File: config.mk
export PLATFORM = sky130hd
export DESIGN_NAME = mp_mgmt_csr
export DESIGN_NICKNAME = d
export VERILOG_FILES = /design/src/rtl/mp_mgmt_csr.sv
export SDC_FILE = /design/constraint.sdc
export NUM_CORES = 1
export LEC_CHECK = 0
export BUFFER_PORTS_ARGS = -buffer_cell sky130_fd_sc_hd__buf_2
export CAP_MARGIN = 20
export CORE_ASPECT_RATIO = 0.6
export CORE_MARGIN = 4
export CORE_UTILIZATION = 52
export DETAILED_ROUTE_END_ITERATION = 7
export PLACE_DENSITY = 0.81
export RECOVER_POWER = 50
export SYNTH_ARGS = -nofsm -noshare
export SYNTH_HDL_FRONTEND = slang
export SYNTH_SLANG_ARGS = --single-unit
File: constraint.sdc
create_clock -name clk -period 7.2 [get_ports clk]
set_clock_uncertainty 0.1 [all_clocks]
set_input_delay 1.08 -clock clk [delete_from_list [all_inputs] [get_ports clk]]
set_output_delay 1.08 -clock clk [all_outputs]
set_load 0.03 [all_outputs]
File: src/rtl/mp_mgmt_csr.sv
// Management-bus CSR responder: core config registers, external IRQ controller, EPC/cause capture.
// Optional perf counters PERF0..7 are built when MP_MGMT_PERF_EN is defined.
module mp_mgmt_csr #(
  parameter logic [31:0] BASE = 32'h0000_0000,
  parameter int unsigned NIRQ = 8
) (
  input  logic            clk,
  input  logic            sys_rst,
  input  logic            mgmt_req,
  input  logic            mgmt_rwn,
  input  logic [31:0]     mgmt_adr,
  input  logic [1:0]      mgmt_wen,
  input  logic [31:0]     mgmt_txd,
  output logic            mgmt_ack,
  output logic            mgmt_rxe,
  output logic [31:0]     mgmt_rxd,
  output logic            m32,
  output logic            mie,
  output logic [31:0]     mvec,
  output logic [31:0]     mepc,
  input  logic            mie_set,
  input  logic            swi,
  input  logic [31:0]     pc_epc,
  output logic            exi,
  output logic [4:0]      exi_code,
  input  logic [NIRQ-1:0] irq_in,
  input  logic [7:0]      perf
);

  typedef enum logic [1:0] {StIdle, StAck, StRdata, StHold} state_e;

  state_e         state_q;
  logic           rd_q;
  logic           ack_q, rxe_q;
  logic [31:0]    rxd_q, rbuf_q;
  logic           m32_q, mie_q, mie_d;
  logic [31:0]    mvec_q, mepc_q, mepc_d;
  logic           cause_swi_q, cause_swi_d;
  logic [4:0]     cause_code_q, cause_code_d;
  logic [NIRQ-1:0] pend_q, pend_d, mask_q, mask_d, irq_q, pend_masked;
  logic [4:0]     code;
  logic [31:0]    rdata, perf_rd;
  logic           hit, accept, wr;
  logic [5:0]     word;
  logic           wr_ctrl, wr_mvec, wr_mepc, wr_pend, wr_mask;
  logic           hw_entry;
  logic           unused_bits;

  function automatic logic [31:0] merge(input logic [31:0] old_v, input logic [31:0] new_v,
                                        input logic [1:0] wen);
    merge = {wen[1] ? new_v[31:16] : old_v[31:16], wen[0] ? new_v[15:0] : old_v[15:0]};
  endfunction

  assign hit     = (mgmt_adr[31:8] == BASE[31:8]);
  assign word    = mgmt_adr[7:2];
  assign accept  = (state_q == StIdle) && mgmt_req;
  assign wr      = accept && !mgmt_rwn && hit;
  assign wr_ctrl = wr && (word == 6'h00);
  assign wr_mvec = wr && (word == 6'h01);
  assign wr_mepc = wr && (word == 6'h02);
  assign wr_pend = wr && (word == 6'h04);
  assign wr_mask = wr && (word == 6'h05);

  // Interrupt request and lowest-index priority encode
  assign pend_masked = pend_q & mask_q;
  assign exi         = mie_q && (|pend_masked);
  assign exi_code    = code;
  assign hw_entry    = swi || exi;

  always_comb begin
    code = '0;
    for (int i = NIRQ - 1; i >= 0; i--) begin
      if (pend_masked[i]) code = 5'(i);
    end
  end

  always_comb begin
    // W1C first, then rising edges so a same-cycle edge keeps the bit set
    pend_d = pend_q;
    mask_d = mask_q;
    for (int i = 0; i < NIRQ; i++) begin
      if (wr_pend && mgmt_txd[i] && mgmt_wen[i/16]) pend_d[i] = 1'b0;
      if (wr_mask && mgmt_wen[i/16]) mask_d[i] = mgmt_txd[i];
    end
    pend_d = pend_d | (irq_in & ~irq_q);
  end

  always_comb begin
    mie_d = mie_q;
    if (wr_ctrl && mgmt_wen[0]) mie_d = mgmt_txd[1];
    if (mie_set) mie_d = 1'b1;
    if (hw_entry) mie_d = 1'b0;

    mepc_d = wr_mepc ? merge(mepc_q, mgmt_txd, mgmt_wen) : mepc_q;
    if (hw_entry) mepc_d = pc_epc;

    cause_swi_d  = cause_swi_q;
    cause_code_d = cause_code_q;
    if (swi) begin
      cause_swi_d  = 1'b1;
      cause_code_d = 5'd31;
    end else if (exi) begin
      cause_swi_d  = 1'b0;
      cause_code_d = code;
    end
  end

  always_ff @(posedge clk or posedge sys_rst) begin
    if (sys_rst) begin
      m32_q        <= 1'b0;
      mie_q        <= 1'b0;
      mvec_q       <= '0;
      mepc_q       <= '0;
      cause_swi_q  <= 1'b0;
      cause_code_q <= '0;
      pend_q       <= '0;
      mask_q       <= '0;
      irq_q        <= '0;
    end else begin
      if (wr_ctrl && mgmt_wen[0]) m32_q <= mgmt_txd[0];
      if (wr_mvec) mvec_q <= merge(mvec_q, mgmt_txd, mgmt_wen);
      mie_q        <= mie_d;
      mepc_q       <= mepc_d;
      cause_swi_q  <= cause_swi_d;
      cause_code_q <= cause_code_d;
      pend_q       <= pend_d;
      mask_q       <= mask_d;
      irq_q        <= irq_in;
    end
  end

`ifdef MP_MGMT_PERF_EN
  logic [31:0] cnt_q [8];
  logic        wr_perf;

  assign wr_perf = wr && (word[5:3] == 3'b001);
  assign perf_rd = cnt_q[word[2:0]];

  always_ff @(posedge clk or posedge sys_rst) begin
    if (sys_rst) begin
      for (int i = 0; i < 8; i++) cnt_q[i] <= '0;
    end else begin
      for (int i = 0; i < 8; i++) begin
        if (wr_perf && (word[2:0] == 3'(i))) begin
          cnt_q[i] <= merge(cnt_q[i], mgmt_txd, mgmt_wen);
        end else if (perf[i]) begin
          cnt_q[i] <= cnt_q[i] + 32'd1;
        end
      end
    end
  end

  assign unused_bits = ^mgmt_adr[1:0];
`else
  assign perf_rd     = '0;
  assign unused_bits = ^{mgmt_adr[1:0], perf};
`endif

  always_comb begin
    rdata = '0;
    case (word)
      6'h00:   rdata = {30'd0, mie_q, m32_q};
      6'h01:   rdata = mvec_q;
      6'h02:   rdata = mepc_q;
      6'h03:   rdata = {23'd0, cause_swi_q, 3'd0, cause_code_q};
      6'h04:   rdata = 32'(pend_q);
      6'h05:   rdata = 32'(mask_q);
      default: rdata = '0;
    endcase
    if (word[5:3] == 3'b001) rdata = perf_rd;
    if (!hit) rdata = '0;
  end

  // Read data is snapshotted at accept, so same-cycle hardware updates are not seen
  always_ff @(posedge clk or posedge sys_rst) begin
    if (sys_rst) begin
      state_q <= StIdle;
      rd_q    <= 1'b0;
      rbuf_q  <= '0;
      ack_q   <= 1'b0;
      rxe_q   <= 1'b0;
      rxd_q   <= '0;
    end else begin
      case (state_q)
        StIdle: begin
          if (accept) begin
            rd_q    <= mgmt_rwn;
            rbuf_q  <= rdata;
            ack_q   <= 1'b1;
            state_q <= StAck;
          end
        end
        StAck: begin
          ack_q <= 1'b0;
          if (rd_q) begin
            rxe_q   <= 1'b1;
            rxd_q   <= rbuf_q;
            state_q <= StRdata;
          end else begin
            state_q <= StHold;
          end
        end
        StRdata: begin
          rxe_q   <= 1'b0;
          rxd_q   <= '0;
          state_q <= StHold;
        end
        StHold: begin
          if (!mgmt_req) state_q <= StIdle;
        end
        default: state_q <= StIdle;
      endcase
    end
  end

  assign mgmt_ack = ack_q;
  assign mgmt_rxe = rxe_q;
  assign mgmt_rxd = rxd_q;
  assign m32      = m32_q;
  assign mie      = mie_q;
  assign mvec     = mvec_q;
  assign mepc     = mepc_q;

endmodule

==> results of run 1 <==
[kinds of logic after synthesis]
family,count (synthesis),share of synthesized area
mux,116,0.177
compound gates,132,0.116
buf+inv,47,0.0282
other cells,1,0.000512
flops,163,0.556
fa+ha+maj,5,0.00853
simple gates,161,0.114
[metrics by stage]
stage / power, mW / std cells / cell area [sq um] / hold slack [ns] / util
2_1_floorplan: 1.26 / 626 / 7330 / 0.351 / -
3_3_place_gp: 1.39 / 1003 / 8570 / 0.356 / 0.625
3_5_place_dp: 1.39 / 1004 / 8580 / 0.365 / 0.626
4_1_cts: 2.28 / 1036 / 9150 / 0.380 / 0.667
5_1_grt: 2.34 / 1036 / 9010 / 0.403 / 0.657
6_report: 2.24 / 1036 / 9010 / 0.377 / 0.657
[area by class of cell]
class / instances / area share
Sequential cell: 163 / 0.453
Multi-Input combinational cell: 416 / 0.340
Timing Repair Buffer: 221 / 0.112
Clock inverter: 14 / 0.0157
Clock buffer: 18 / 0.0476
Tap cell: 192 / 0.0267
Inverter: 12 / 0.00514
[path summary, 6_finish.rpt]
check | from | end
setup / recovery | sys_rst | rbuf_q[8]
hold reg to reg | mgmt_rxe | mgmt_rxe
hold / removal | mgmt_rxe | mgmt_rxe
min in group asynchronous | sys_rst | mgmt_rxd[23]
setup reg to reg | state_q[0] | pend_q[1]
max in group clk | mgmt_adr[5] | mvec[15]
[metal layers]
layer | vias to the layer above | track usage
met5 | - | 0
met4 | 0 | 0.0570
met3 | 18 | 0.0698
met2 | 220 | 0.356
met1 | 2764 | 0.360
li1 | 2651 | -
[worst reg2reg max path, stage by stage (launching register included)]
cell and delay (ns):
sky130_fd_sc_hd__dfrtp_1 0.43, sky130_fd_sc_hd__inv_1 0.14, sky130_fd_sc_hd__ha_1 0.19, sky130_fd_sc_hd__and2_0 0.21, sky130_fd_sc_hd__nand4_1 0.45, sky130_fd_sc_hd__nor4b_2 1.10, sky130_fd_sc_hd__nand2_1 0.16, sky130_fd_sc_hd__a22o_1 0.22
[flip-flops by register name, indices dropped and copies added (netlist names)]
register / flops
mie: 1
pend_q: 8
cause_code_q: 4
mgmt_rxe: 1
mgmt_rxd: 32
mgmt_ack: 1
mask_q: 8
rbuf_q: 32
rd_q: 1
state_q: 2
irq_q: 8
m32: 1
mvec: 32
mepc: 32
[report_power, final]
part           internal [mW]  switching [mW]
combinational          0.126           0.247
clock                  0.488           0.395
sequential             0.952          0.0290
[placed cells by master (no fill, tap or decap), types with 2 or more instances in the layout]
master                       instances
sky130_fd_sc_hd__mux2_1              2
sky130_fd_sc_hd__o21ai_0            66
sky130_fd_sc_hd__a222oi_1            2
sky130_fd_sc_hd__nand2b_1           36
sky130_fd_sc_hd__a22o_1             11
sky130_fd_sc_hd__ha_1                5
sky130_fd_sc_hd__clkbuf_16          17
sky130_fd_sc_hd__nor4_1              7
sky130_fd_sc_hd__a22oi_1            26
sky130_fd_sc_hd__nor2_1              6
sky130_fd_sc_hd__clkbuf_1           99
sky130_fd_sc_hd__mux2_2            105
sky130_fd_sc_hd__inv_8               2
sky130_fd_sc_hd__nor4_4              2
sky130_fd_sc_hd__o2bb2ai_1           3
sky130_fd_sc_hd__a221o_1             2
sky130_fd_sc_hd__a32o_1              3
sky130_fd_sc_hd__mux2i_1             9
sky130_fd_sc_hd__or3_1               2
sky130_fd_sc_hd__o22ai_1             2
sky130_fd_sc_hd__clkinvlp_4          3
sky130_fd_sc_hd__nand3_1             3
sky130_fd_sc_hd__a21oi_1             6
sky130_fd_sc_hd__nand2_1            88
sky130_fd_sc_hd__inv_1              11
sky130_fd_sc_hd__nor3_1              3
sky130_fd_sc_hd__inv_6               6
sky130_fd_sc_hd__buf_2             115
sky130_fd_sc_hd__nor4b_2             2
sky130_fd_sc_hd__buf_4               7
sky130_fd_sc_hd__a221oi_1            6
sky130_fd_sc_hd__dfrtp_1           163
sky130_fd_sc_hd__conb_1              2
==> summary.json, run 1 <==
{
  "run_status": {"value": "finished, violations left"},
  "failing_checks": {"value": "max-capacitance violations, max-slew violations"},
  "cts_setup_buffers": {"value": 0},
  "tritoncts.num_buffers": {"value": 17},
  "worstSetupPathDepth": {"value": 3},
  "cp_data_required_time": {"value": 7.54, "unit": "ns"},
  "worstSetupEndpointType": {"value": "async pin"},
  "h-tree-depth": {"value": 4},
  "timing.max_slew.rel_slack": {"value": -1.83},
  "worst-endpoint-arrival": {"value": 4.57, "unit": "ns"},
  "post_cts_resize_count": {"value": 0},
  "static_leak": {"value": 4.06, "unit": "nW"},
  "num-nets-final": {"value": 956},
  "timing.critical_path.cells": {"value": "buf_2, clkinvlp_2, buf_4"},
  "chipHeight": {"value": 100, "unit": "um"},
  "tightestPinTransition": {"value": 4.23, "unit": "ns"},
  "crit_type": {"value": "in2async"},
  "port_buffers": {"value": 213},
  "vias_in_the_first_global_route": {"value": 5699},
  "die_width": {"value": 161, "unit": "um"},
  "period_minus_slack": {"value": 4.23, "unit": "ns"},
  "wl_met3": {"value": 1630, "unit": "um"},
  "post-route-worst-setup-slack": {"value": 2.97, "unit": "ns"},
  "clk_pin_slew_worst_paths": {"value": 0.06, "unit": "ns"},
  "syn-instance-count": {"value": 625},
  "fp-row-count": {"value": 33},
  "synth_top_cell_area_share": {"value": 0.556},
  "max_cap_violations": {"value": 1},
  "fmax": {"value": 0.236, "unit": "GHz"},
  "clock_sink_count": {"value": 163},
  "layout_cell_share_with_drive_strength_beyond_1": {"value": 0.321},
  "cell_with_the_most_instances_after_synthesis": {"value": "sky130_fd_sc_hd__dfrtp_1"},
  "synth-edff-count": {"value": 0},
  "top_level_ports": {"value": 226},
  "ys_ff_latch": {"value": 163},
  "clock_tree.buffer_depth": {"value": 2},
  "crit_path_max_incr_delay": {"value": 2.37, "unit": "ns"},
  "power_density": {"value": 248, "unit": "mW/mm^2"},
  "worstPathBufferInverterCount": {"value": 3},
  "rsz0062_at_grt": {"value": "no"},
  "power.ir.vdd_worst": {"value": 0.143, "unit": "mV"},
  "worst_path_max_delay_cell": {"value": "sky130_fd_sc_hd__clkinvlp_2"},
  "final_max_slew_viol_count": {"value": 100},
  "yosys-top-cells-area": {"value": "sky130_fd_sc_hd__dfrtp_1 (56%), sky130_fd_sc_hd__mux2_2 (16%), sky130_fd_sc_hd__nand2_1 (4.5%), sky130_fd_sc_hd__o21ai_0 (4.5%), sky130_fd_sc_hd__nand2b_1 (3.1%)"},
  "holdPathStages": {"value": 2},
  "globalplace.congestion": {"value": 0.907},
  "grt_pass1_wl": {"value": 30600, "unit": "um"},
  "worstHoldPathType": {"value": "reg2reg"},
  "wire_per_inst": {"value": 18.7, "unit": "um"},
  "critical_path.startpoint_type": {"value": "input port"},
  "fin_setup_tns": {"value": 0, "unit": "ns"},
  "drc_errors_left": {"value": 0},
  "timing.final.crit_share": {"value": 0.588},
  "detail-route-antenna-nets": {"value": 0},
  "syn-cell-area": {"value": 0.00733, "unit": "sq mm"},
  "first_iter_violations": {"value": 379},
  "design.core.area": {"value": 0.0137, "unit": "sq mm"},
  "avgViaCountPerCell": {"value": 5.46},
  "first_pass_iters": {"value": 5},
  "clock_tree.root_cell": {"value": "sky130_fd_sc_hd__clkbuf_16"},
  "largest_fanout_of_any_net_on_the_critical_path": {"value": 99},
  "routed_wl": {"value": 19400, "unit": "um"},
  "place_worst_setup_slack": {"value": 2.97, "unit": "ns"},
  "synthesis.area_per_instance": {"value": 11.7, "unit": "sq um"},
  "commonest_cells_in_the_synthesized_netlist": {"value": "sky130_fd_sc_hd__dfrtp_1 (163), sky130_fd_sc_hd__mux2_2 (105), sky130_fd_sc_hd__nand2_1 (88), sky130_fd_sc_hd__o21ai_0 (66), sky130_fd_sc_hd__nand2b_1 (36)"},
  "synth.yosys.seq_area_share": {"value": 0.556},
  "initial_utilization": {"value": 0.535},
  "post-dp-hpwl": {"value": 14100, "unit": "um"},
  "full_die_area": {"value": 0.0161, "unit": "sq mm"},
  "sequential_standard_cell_area": {"value": 0.00408, "unit": "sq mm"},
  "yosys.cell_types.count": {"value": 45},
  "antenna_violations_before_repair": {"value": 0},
  "synthDominantAreaCellType": {"value": "sky130_fd_sc_hd__dfrtp_1"},
  "clock_latency": {"value": 0.42, "unit": "ns"},
  "filler_cell_count": {"value": 1161},
  "cts_tree": {"value": "done"},
  "route.top_layer_used": {"value": "met4"},
  "setup_viol_count_final": {"value": 0},
  "diodes": {"value": 0},
  "met2_wirelength": {"value": 8400, "unit": "um"},
  "maximum_number_of_pins_on_one_net_before_global_route_repair": {"value": 100},
  "dr_total_vias": {"value": 5653},
  "crit_family": {"value": "buffers and inverters"},
  "multiInputGateArea": {"value": 0.00307, "unit": "sq mm"},
  "gr-usage-all-layers": {"value": 0.243},
  "r2r_cells": {"value": 7},
  "final_hold_viol_count": {"value": 0},
  "synth_async_sr_flop_share": {"value": 1.00},
  "dominant_register_cell_in_the_synthesized_netlist": {"value": "sky130_fd_sc_hd__dfrtp_1"},
  "area_growth_from_synthesis_to_layout": {"value": 22.9, "unit": "%"},
  "overflow": {"value": 0},
  "wl_met1": {"value": 9150, "unit": "um"},
  "synthesis.yosys.warnings": {"value": 0},
  "ff2ff_setup_slack": {"value": 4.08, "unit": "ns"},
  "cts_hold_buffers": {"value": 0}
}
(Power assumes the default switching activity.)
==> run 2, diff against run 1 <==
- clock period: 7.2 -> 4.3 ns (I/O delays scaled with it)
==> summary.json, run 2 (same netlist as run 1, synthesis figures left out) <==
{
  "run_status": {"value": "finished, violations left"},
  "failing_checks": {"value": "max-capacitance violations, max-slew violations"},
  "use_met1": {"value": 0.360},
  "final_hold_viol_count": {"value": 0},
  "detail-route-antenna-nets": {"value": 0},
  "power_density": {"value": 414, "unit": "mW/mm^2"},
  "die_width": {"value": 161, "unit": "um"},
  "clock_tree.root_cell": {"value": "sky130_fd_sc_hd__clkbuf_16"},
  "chipHeight": {"value": 100, "unit": "um"},
  "wire_per_inst": {"value": 18.6, "unit": "um"},
  "timing.final.crit_share": {"value": 0.714},
  "h-tree-depth": {"value": 4},
  "first_iter_violations": {"value": 355},
  "post_cts_resize_count": {"value": 0},
  "mostFrequentLayoutCell": {"value": "sky130_fd_sc_hd__buf_2"},
  "fp-row-count": {"value": 33},
  "r2r_cells": {"value": 7},
  "top_level_ports": {"value": 226},
  "critical_path.startpoint_type": {"value": "flop"},
  "clock_sink_count": {"value": 163},
  "crit_family": {"value": "simple AND/OR/NAND/NOR gates"},
  "antenna_violations_before_repair": {"value": 0},
  "final_max_slew_viol_count": {"value": 107},
  "worstHoldPathType": {"value": "in2reg"},
  "maximum_number_of_pins_on_one_net_before_global_route_repair": {"value": 66},
  "place_area": {"value": 0.00865, "unit": "sq mm"},
  "avgViaCountPerCell": {"value": 5.44},
  "worstSetupEndpointType": {"value": "flop"},
  "timing.rr.end": {"value": "mvec[9]"},
  "worst_path_max_delay_cell": {"value": "sky130_fd_sc_hd__nand2_1"},
  "dr_total_vias": {"value": 5670},
  "initial_utilization": {"value": 0.535},
  "full_die_area": {"value": 0.0161, "unit": "sq mm"},
  "holdPathStages": {"value": 1},
  "ff2ff_setup_slack": {"value": 1.23, "unit": "ns"},
  "fmax": {"value": 0.326, "unit": "GHz"},
  "tightestPinTransition": {"value": 1.73, "unit": "ns"},
  "fin_setup_tns": {"value": 0, "unit": "ns"},
  "clock_tree.buffer_depth": {"value": 2},
  "largest_fanout_of_any_net_on_the_critical_path": {"value": 16},
  "port_buffers": {"value": 213},
  "worstPathBufferInverterCount": {"value": 1},
  "grt_pass1_wl": {"value": 31400, "unit": "um"},
  "cts_tree": {"value": "done"},
  "worst-endpoint-arrival": {"value": 3.26, "unit": "ns"},
  "max_cap_violations": {"value": 2},
  "num-nets-final": {"value": 962},
  "postLayoutCellArea": {"value": 0.00915, "unit": "sq mm"},
  "tritoncts.num_buffers": {"value": 17},
  "cp_data_required_time": {"value": 4.49, "unit": "ns"},
  "grt-busiest-layer": {"value": "met2"},
  "rsz0062_at_grt": {"value": "no"},
  "gr-usage-all-layers": {"value": 0.249},
  "power.ir.vdd_worst": {"value": 0.250, "unit": "mV"},
  "timing.max_slew.rel_slack": {"value": -0.161},
  "first_pass_iters": {"value": 5},
  "clock_latency": {"value": 0.41, "unit": "ns"},
  "routed_wl": {"value": 19400, "unit": "um"},
  "globalplace.congestion": {"value": 0.889},
  "period_minus_slack": {"value": 3.07, "unit": "ns"},
  "static_leak": {"value": 4.30, "unit": "nW"},
  "crit_type": {"value": "reg2reg"},
  "reg2reg_from": {"value": "state_q[0]"},
  "crit_path_max_incr_delay": {"value": 0.54, "unit": "ns"},
  "cts_setup_buffers": {"value": 0},
  "design.core.area": {"value": 0.0137, "unit": "sq mm"},
  "drc_errors_left": {"value": 0},
  "timing.critical_path.cells": {"value": "inv_1, ha_1, and2_0, nand4_1, nor3_1, nand2_1, mux2_2"},
  "vias_in_the_first_global_route": {"value": 5850},
  "diodes": {"value": 0},
  "met2_grt_util": {"value": 0.377},
  "post-dp-hpwl": {"value": 14400, "unit": "um"},
  "globalRouteMet3Util": {"value": 0.0735},
  "hold_end": {"value": "irq_q[0]"},
  "cts_hold_buffers": {"value": 0},
  "overflow": {"value": 0},
  "hp-start": {"value": "irq_in[0]"},
  "clk_pin_slew_worst_paths": {"value": 0.07, "unit": "ns"},
  "layout_common_cells": {"value": "sky130_fd_sc_hd__buf_2 (167), sky130_fd_sc_hd__dfrtp_1 (163), sky130_fd_sc_hd__mux2_2 (105), sky130_fd_sc_hd__nand2_1 (88), sky130_fd_sc_hd__o21ai_0 (66)"},
  "setup_viol_count_final": {"value": 0},
  "area_growth_from_synthesis_to_layout": {"value": 24.7, "unit": "%"},
  "layout_cell_share_with_drive_strength_beyond_1": {"value": 0.389}
}
==> run 2: per-stage QoR <==
step	total power, mW	setup slack, ns	util	instances	hold WS (ns)
2_1_floorplan	2.11	1.19	-	626	0.351
3_3_place_gp	2.32	1.03	0.630	1008	0.355
3_5_place_dp	2.36	1.02	0.631	1009	0.365
4_1_cts	3.82	1.23	0.673	1041	0.237
5_1_grt	3.97	0.796	0.667	1042	0.237
6_report	3.79	1.23	0.667	1042	0.251
==> run 2: worst reg2reg max path, cell delays in order (launching register included) <==
cell and delay [ns]:
sky130_fd_sc_hd__dfrtp_1 0.43, sky130_fd_sc_hd__inv_1 0.13, sky130_fd_sc_hd__ha_1 0.19, sky130_fd_sc_hd__and2_0 0.21, sky130_fd_sc_hd__nand4_1 0.45, sky130_fd_sc_hd__nor3_1 0.41, sky130_fd_sc_hd__nand2_1 0.54, sky130_fd_sc_hd__mux2_2 0.48
==> run 2: layer usage <==
| metal | wire length [um] | part of all wire | vias up |
|---|---|---|---|
| li1 | - | - | 2666 |
| met1 | 9100 | 0.47 | 2784 |
| met2 | 8480 | 0.44 | 205 |
| met3 | 1640 | 0.084 | 15 |
| met4 | 154 | 0.0079 | 0 |
| met5 | 0 | 0 | - |
==> run 2: final cells by class <==
cell class	count	area, sq um
clock buffer	17	425
clock inverter	15	145
fill	1139	4560
inverter	12	46.3
multi-input combinational	416	3080
sequential	163	4080
tap	192	240
timing repair buffer	227	1130
==> run 2: where the power goes <==
part | internal (mW) | total [mW] | switching [mW] | leakage [nW]
combinational | 0.261 | 0.688 | 0.427 | 1.91
sequential | 1.59 | 1.65 | 0.0519 | 2.11
clock | 0.814 | 1.45 | 0.641 | 0.283
==> run 2: how the worst max path moves through the flow <==
stage | cells after the start | slack, ns | endpoint | from
6_report | 7 | 1.23 | mvec[9] | state_q[0]
5_1_grt | 3 | 0.80 | rbuf_q[31] | sys_rst
4_1_cts | 7 | 1.23 | rbuf_q[13] | state_q[0]
3_5_place_dp | 7 | 1.02 | mepc[25] | mgmt_adr[5]
3_3_place_gp | 7 | 1.03 | mepc[25] | mgmt_adr[5]
2_1_floorplan | 7 | 1.19 | mepc[25] | mgmt_adr[5]
